File: config.mk
export PLATFORM = sky130hd
export DESIGN_NAME = decode_regfile_stage_flat
export DESIGN_NICKNAME = d
export VERILOG_FILES = /design/src/rtl/decode_regfile_stage_if.sv /design/src/rtl/decode_regfile_stage.sv /design/src/flat_wrapper.sv
export SDC_FILE = /design/constraint.sdc
export NUM_CORES = 2
export LEC_CHECK = 0
export ABC_CLOCK_PERIOD_IN_PS = 90900
export CAP_MARGIN = 20
export CORE_MARGIN = 2
export CORE_UTILIZATION = 30
export CTS_CLUSTER_DIAMETER = 200
export DETAILED_ROUTE_END_ITERATION = 8
export GPL_TIMING_DRIVEN = 0
export PLACE_DENSITY = 0.45
export SYNTH_ARGS = -nofsm -noshare
export SYNTH_HDL_FRONTEND = slang
export SYNTH_SLANG_ARGS = --single-unit
File: constraint.sdc
create_clock -name clk -period 90.9 [get_ports clk]
set_input_delay 18.18 -clock clk [delete_from_list [all_inputs] [get_ports clk]]
set_output_delay 18.18 -clock clk [all_outputs]
set_load 0.01 [all_outputs]
File: src/rtl/decode_regfile_stage_if.sv
// Handshake and operand bus between fetch, writeback and the decode/register-read stage.
// The slave modport is the stage side, and the master modport is the upstream/ALU side.
interface decode_regfile_stage_if;
    logic        instr_valid;
    logic [31:0] instr;
    logic        instr_ready;
    logic        wb_en;
    logic [4:0]  wb_addr;
    logic [31:0] wb_data;
    logic        out_valid;
    logic        out_ready;
    logic [5:0]  OPCode;
    logic [31:0] Rs;
    logic [31:0] Rt;
    logic [31:0] Immediate;
    logic [4:0]  dest_addr;

    modport master (
        output instr_valid, instr, wb_en, wb_addr, wb_data, out_ready,
        input  instr_ready, out_valid, OPCode, Rs, Rt, Immediate, dest_addr
    );

    modport slave (
        input  instr_valid, instr, wb_en, wb_addr, wb_data, out_ready,
        output instr_ready, out_valid, OPCode, Rs, Rt, Immediate, dest_addr
    );
endinterface

File: src/rtl/decode_regfile_stage.sv
// I-type decode and register-read stage with a per-register pending scoreboard.
// Optional macro RF_BYPASS_EN: a same-cycle writeback forwards into reads and clears the stall.
module decode_regfile_stage (
    input  logic                         clk,
    input  logic                         rst,
    decode_regfile_stage_if.slave        bus
);
    localparam int RF_DEPTH = 32;

    function automatic logic isWriting(input logic [5:0] op);
        case (op)
            6'b001000, 6'b001001, 6'b001100, 6'b001101,
            6'b001111, 6'b001010, 6'b001011, 6'b100011: isWriting = 1'b1;
            default:                                    isWriting = 1'b0;
        endcase
    endfunction

    function automatic logic [31:0] extendImm(input logic [5:0] op, input logic [15:0] imm);
        case (op)
            6'b001100, 6'b001101: extendImm = {16'h0000, imm};
            6'b001111:            extendImm = {imm, 16'h0000};
            default:              extendImm = {{16{imm[15]}}, imm};
        endcase
    endfunction

    logic [31:0] regFileR [RF_DEPTH];
    logic [31:0] pendingR;
    logic [31:0] pendingNextS;
    logic        outValidR;
    logic [5:0]  opCodeR;
    logic [31:0] rsValR;
    logic [31:0] rtValR;
    logic [31:0] immR;
    logic [4:0]  destR;

    logic [5:0]  opcodeS;
    logic [4:0]  rsAddrS;
    logic [4:0]  rtAddrS;
    logic        writingS;
    logic        rsPendS;
    logic        rtPendS;
    logic        stallS;
    logic        readyS;
    logic        acceptS;
    logic [31:0] rsDataS;
    logic [31:0] rtDataS;

    assign opcodeS  = bus.instr[31:26];
    assign rsAddrS  = bus.instr[25:21];
    assign rtAddrS  = bus.instr[20:16];
    assign writingS = isWriting(opcodeS);

    // Effective pending bits for rs/rt, optionally discounting a same-cycle writeback.
    always_comb begin
        rsPendS = pendingR[rsAddrS];
        rtPendS = pendingR[rtAddrS];
`ifdef RF_BYPASS_EN
        if (bus.wb_en && (bus.wb_addr == rsAddrS)) begin
            rsPendS = 1'b0;
        end else begin
            rsPendS = pendingR[rsAddrS];
        end
        if (bus.wb_en && (bus.wb_addr == rtAddrS)) begin
            rtPendS = 1'b0;
        end else begin
            rtPendS = pendingR[rtAddrS];
        end
`endif
    end

    // Every opcode is either writing or rt-reading, so both keep rt in the hazard check.
    assign stallS  = rsPendS | (!writingS & rtPendS) | (writingS & rtPendS);
    assign readyS  = !rst & !stallS & (!outValidR | bus.out_ready);
    assign acceptS = bus.instr_valid & readyS;

    // Register read with r0 hardwired to zero.
    always_comb begin
        rsDataS = 32'h0000_0000;
        rtDataS = 32'h0000_0000;
        if (rsAddrS == 5'd0) begin
            rsDataS = 32'h0000_0000;
`ifdef RF_BYPASS_EN
        end else if (bus.wb_en && (bus.wb_addr == rsAddrS)) begin
            rsDataS = bus.wb_data;
`endif
        end else begin
            rsDataS = regFileR[rsAddrS];
        end
        if (rtAddrS == 5'd0) begin
            rtDataS = 32'h0000_0000;
`ifdef RF_BYPASS_EN
        end else if (bus.wb_en && (bus.wb_addr == rtAddrS)) begin
            rtDataS = bus.wb_data;
`endif
        end else begin
            rtDataS = regFileR[rtAddrS];
        end
    end

    // Scoreboard next state: writeback clears first so a same-cycle set wins.
    always_comb begin
        pendingNextS = pendingR;
        if (bus.wb_en && (bus.wb_addr != 5'd0)) begin
            pendingNextS[bus.wb_addr] = 1'b0;
        end else begin
            pendingNextS[0] = 1'b0;
        end
        if (acceptS && writingS && (rtAddrS != 5'd0)) begin
            pendingNextS[rtAddrS] = 1'b1;
        end else begin
            pendingNextS[0] = 1'b0;
        end
        pendingNextS[0] = 1'b0;
    end

    // Scoreboard register.
    always_ff @(posedge clk or posedge rst) begin
        if (rst) begin
            pendingR <= 32'h0000_0000;
        end else begin
            pendingR <= pendingNextS;
        end
    end

    // Register file write port; r0 is never written.
    always_ff @(posedge clk or posedge rst) begin
        if (rst) begin
            for (int i = 0; i < RF_DEPTH; i++) begin
                regFileR[i] <= 32'h0000_0000;
            end
        end else if (bus.wb_en && (bus.wb_addr != 5'd0)) begin
            regFileR[bus.wb_addr] <= bus.wb_data;
        end else begin
            regFileR[0] <= 32'h0000_0000;
        end
    end

    // One-entry operand register toward the ALU.
    always_ff @(posedge clk or posedge rst) begin
        if (rst) begin
            outValidR <= 1'b0;
            opCodeR   <= 6'd0;
            rsValR    <= 32'h0000_0000;
            rtValR    <= 32'h0000_0000;
            immR      <= 32'h0000_0000;
            destR     <= 5'd0;
        end else if (acceptS) begin
            outValidR <= 1'b1;
            opCodeR   <= opcodeS;
            rsValR    <= rsDataS;
            rtValR    <= rtDataS;
            immR      <= extendImm(opcodeS, bus.instr[15:0]);
            destR     <= writingS ? rtAddrS : 5'd0;
        end else if (bus.out_ready) begin
            outValidR <= 1'b0;
        end else begin
            outValidR <= outValidR;
        end
    end

    assign bus.instr_ready = readyS;
    assign bus.out_valid   = outValidR;
    assign bus.OPCode      = opCodeR;
    assign bus.Rs          = rsValR;
    assign bus.Rt          = rtValR;
    assign bus.Immediate   = immR;
    assign bus.dest_addr   = destR;
endmodule

File: src/flat_wrapper.sv
// flat-port wrapper written by rule: the top's interface ports become plain ports
module decode_regfile_stage_flat 
  (clk, rst, bus_instr_valid, bus_instr, bus_wb_en, bus_wb_addr, bus_wb_data, bus_out_ready, bus_instr_ready, bus_out_valid, bus_OPCode, bus_Rs, bus_Rt, bus_Immediate, bus_dest_addr);
  decode_regfile_stage_if bus_i ();
  input  logic clk;
  input  logic rst;
  input wire logic [$bits(bus_i.instr_valid)-1:0] bus_instr_valid;
  input wire logic [$bits(bus_i.instr)-1:0] bus_instr;
  input wire logic [$bits(bus_i.wb_en)-1:0] bus_wb_en;
  input wire logic [$bits(bus_i.wb_addr)-1:0] bus_wb_addr;
  input wire logic [$bits(bus_i.wb_data)-1:0] bus_wb_data;
  input wire logic [$bits(bus_i.out_ready)-1:0] bus_out_ready;
  output wire logic [$bits(bus_i.instr_ready)-1:0] bus_instr_ready;
  output wire logic [$bits(bus_i.out_valid)-1:0] bus_out_valid;
  output wire logic [$bits(bus_i.OPCode)-1:0] bus_OPCode;
  output wire logic [$bits(bus_i.Rs)-1:0] bus_Rs;
  output wire logic [$bits(bus_i.Rt)-1:0] bus_Rt;
  output wire logic [$bits(bus_i.Immediate)-1:0] bus_Immediate;
  output wire logic [$bits(bus_i.dest_addr)-1:0] bus_dest_addr;
  assign bus_i.instr_valid = bus_instr_valid;
  assign bus_i.instr = bus_instr;
  assign bus_i.wb_en = bus_wb_en;
  assign bus_i.wb_addr = bus_wb_addr;
  assign bus_i.wb_data = bus_wb_data;
  assign bus_i.out_ready = bus_out_ready;
  assign bus_instr_ready = bus_i.instr_ready;
  assign bus_out_valid = bus_i.out_valid;
  assign bus_OPCode = bus_i.OPCode;
  assign bus_Rs = bus_i.Rs;
  assign bus_Rt = bus_i.Rt;
  assign bus_Immediate = bus_i.Immediate;
  assign bus_dest_addr = bus_i.dest_addr;
  decode_regfile_stage u_core (.clk(clk), .rst(rst), .bus(bus_i));
endmodule
==> results by group <==
Setup path
  • CP Capture Type: primary output
  • WP data required: approximately 73000 ps
  • CP max stage delay: approximately 770 ps
  • Worst path slowest cell: clkbuf_2
  • Crit Path Max Fanout: 10
  • Worst R2R Path Depth: 8
  • CP Launch Type: input port
  • Worst r2r src: u_core.pendingR[14]
  • FF-to-FF setup slack: a little under 90000 ps
  • Buf/Inv on CP: 6
  • Worst reg2reg endpoint: u_core.pendingR[1]
  • Worst EP arrival: 22180 ps
  • Cell Chain, Critical Path: clkdlybuf4s50_1, clkbuf_1, clkbuf_2, clkbuf_1, buf_8, nor4_1, nor4b_1, clkdlybuf4s50_1
  • Cell family with most CP delay: buffers and inverters
  • CP Class: input port to primary output

Global route
  • Total GRT Usage: between 20 and 30%
  • Vias in the first global route: 42.9k
  • GR Overflow Total: 0
  • Initial antenna violation count: 29
  • Met2 usage: 43.5%
  • GR peak layer: met2
  • GRT met3 Usage: under 10%
  • GR Layer Usage met1: just under 40%
  • Largest net degree at the start of global routing: around 120
  • First-pass GRT wire length: around 400000 µm

Synthesis
  • Synth cell types: between 40 and 50
  • Mapped Nets: just over 4k
  • Register area share after synthesis: between 40 and 50%
  • Synth top area cells: dfrtp_1, mux2_2, mux4_2
  • Most used DFF post-synth: dfrtp_1
  • Mapped Cells: slightly above 4k
  • Post-synth EDFFs: 0
  • Warnings, synthesis: 0
  • Post-synthesis async set-or-reset flop share: 100%
  • Post-synth top area share: just under 50%
  • #FFs+latches synth: between 1k and 1.5k
  • Syn avg cell area: 14.7 µm²
  • Synthesized area: ~60000 µm²
  • Cell taking the most area after synthesis: dfrtp_1

Worst hold path
  • Hold Crit Endpoint: u_core.bus.Rs[2]
  • Hold Crit Class: register to register
  • HP Start: u_core.bus.Rs[2]
  • Hold path cells: 1

Routing
  • Routed wire length: around 310000 µm
  • Mean routed wirelength per cell: about 42 µm
  • Drt first-iter violations: 5261
  • Pre-Repair DR Iteration Count: 6
  • Vias: 44.3k
  • Via density per instance: slightly above 6
  • Final ANT Viol Nets: 0
  • Drt drc: 0

STA
  • Final Hold Viols: 0
  • Setup TNS: 0 ps
  • Slew headroom: between 10% and 20%
  • Fin crit period: between 40000 and 50000 ps
  • Final setup viols: 0
  • Least-Margin Pin Slew: between 1000 and 1500 ps
  • RSZ-0062 raised after global routing: no
  • Worst hold margin: between 400 and 500 ps
  • Final Skew: 22.8 ps
  • Final worst-path cycle share: about 44%
  • Setup ws final: around 51000 ps
  • Max-slew violations: 0
  • Maximum clock rate: 0.0248 GHz

Clocking
  • Max H-tree Level: 4
  • Clock Pin Slew Worst Setup and Hold Paths: 50 ps
  • Root buffer cell: clkbuf_16
  • TritonCTS sink count: 1163
  • CTS Buffer Depth: 3
  • Clock Latency Late Sink: 810 ps
  • Setup repair bufs after CTS: 0
  • CTS tree: done
  • CTS Buf Count: ~150
  • CTS Hold Bufs: 0
  • Post_cts resized: 0

Placed design
  • Pre-CTS worst setup slack: 50700 ps
  • Final Wtd Congestion: around 0.91
  • HPWL Detailed: 211000 µm
  • Port Buffer Count: 178
  • Placed cell area: 67400 µm²

Status
  • Outcome: finished, final reports clean

Floorplan
  • Core Area: ~200000 µm²
  • Die Span X: about 450 µm
  • # rows: around 160
  • Total Die Area: slightly above 200000 µm²
  • Starting Density: 30.1%
  • Top Ports: ~180
  • Die Y-Extent: approximately 450 µm

Cells and area
  • Fin area: around 72000 µm²
  • Area growth syn-to-layout: 20.6%
  • Layout cells sized above 1: approximately 45%
  • Layout Nets: around 4.6k
  • Fillers: roughly 19k

Power and ir drop
  • Power per cell area: about 23 nW/µm²
  • Final total power: ~1700 µW
  • VDD IR-drop max: 0.0000181 V
  • Lkg Pwr: approximately 0.031 µW

Run
  • Max cap viols: 0
sequential cells by signal, indices dropped and copies added, names as in the netlist:
signal / flops
u_core.bus.dest_addr: 5
u_core.pendingR: 31
u_core.regFileR: 1024
u_core.bus.Immediate: 32
u_core.bus.out_valid: 1
u_core.bus.OPCode: 6
u_core.bus.Rt: 32
u_core.bus.Rs: 32
cell families after synthesis:
family,Yosys count,synth area share (%)
AO/OA/AOI/OAI,381,4.65
buffers and inverters,484,3.39
flip-flops,1163,48.4
multiplexers,1737,40.9
AND/OR/NAND/NOR,319,2.59
cell usage after synthesis, types with 14 or more instances:
| master | count |
|---|---|
| a21oi_1 | 25 |
| nor2b_1 | 17 |
| buf_1 | 55 |
| a22oi_1 | 91 |
| and2_1 | 41 |
| mux2_1 | 20 |
| nand2_1 | 123 |
| nand3_1 | 29 |
| nor3_1 | 50 |
| clkbuf_1 | 269 |
| nor2_1 | 23 |
| dfrtp_1 | 1163 |
| o22ai_1 | 41 |
| mux2i_1 | 191 |
| buf_4 | 14 |
| a22o_1 | 63 |
| o21ai_0 | 42 |
| mux2_2 | 1058 |
| inv_1 | 64 |
| a31oi_1 | 24 |
| a221oi_1 | 56 |
| mux4_2 | 468 |
| buf_2 | 69 |
metrics by stage:
step / utilization [%] / instances
2_1_floorplan: - / 4084
3_3_place_gp: 32.7 / 6918
3_5_place_dp: 33.8 / 7034
4_1_cts: 36.3 / 7295
5_1_grt: 36.3 / 7298
6_report: 36.3 / 7315
layer usage:
| layer | up-vias | share of wire [%] | wire length [µm] |
|---|---|---|---|
| li1 | 16700 | - | - |
| met1 | 24100 | 40 | 123000 |
| met2 | 2835 | 43 | 132000 |
| met3 | 709 | 10 | 31000 |
| met4 | 8 | 6.6 | 20400 |
| met5 | - | 0.038 | 117 |
power breakdown:
part / total (µW) / internal, µW / switching (µW)
registers: 700 / 625 / 75.3
clock network: 610 / 366 / 244
logic: 380 / 207 / 173
total: 1690 / 1200 / 493
final cells by class:
type                       count  area, µm²  share of cell area [%]
tap                         2656       3320                    4.59
multi-input combinational   2437      29000                    40.0
timing repair buffer         297       3890                    5.37
sequential                  1163      29100                    40.2
inverter                      66        255                   0.352
clock buffer                 238       4560                    6.29
buffer                       418       1910                    2.64
clock inverter                23        358                   0.494
antenna                       17       42.5                  0.0587
placed cells by master, fill, tap and decap left out, types with 90 or more instances in the layout:
cell type        netlist  final
mux4_2               468    468
buf_2                 69     90
a22oi_1               91     91
mux2_2              1058   1058
clkdlybuf4s50_1        0    178
mux2i_1              191    191
nand2_1              123    123
clkbuf_16              0    153
dfrtp_1             1163   1163
clkbuf_1             269    236
worst max path at each step:
stage	start	end	slack (ps)	depth (start not counted)
final	bus_instr[25]	bus_instr_ready	50540	8
after global routing	bus_instr[25]	bus_instr_ready	50580	8
after CTS	bus_instr[25]	bus_instr_ready	50690	8
after detailed placement	bus_instr[25]	bus_instr_ready	50700	8
after global placement	rst	bus_instr_ready	15040	6
after floorplan	rst	bus_instr_ready	28680	4
(Power assumes the default switching activity.)
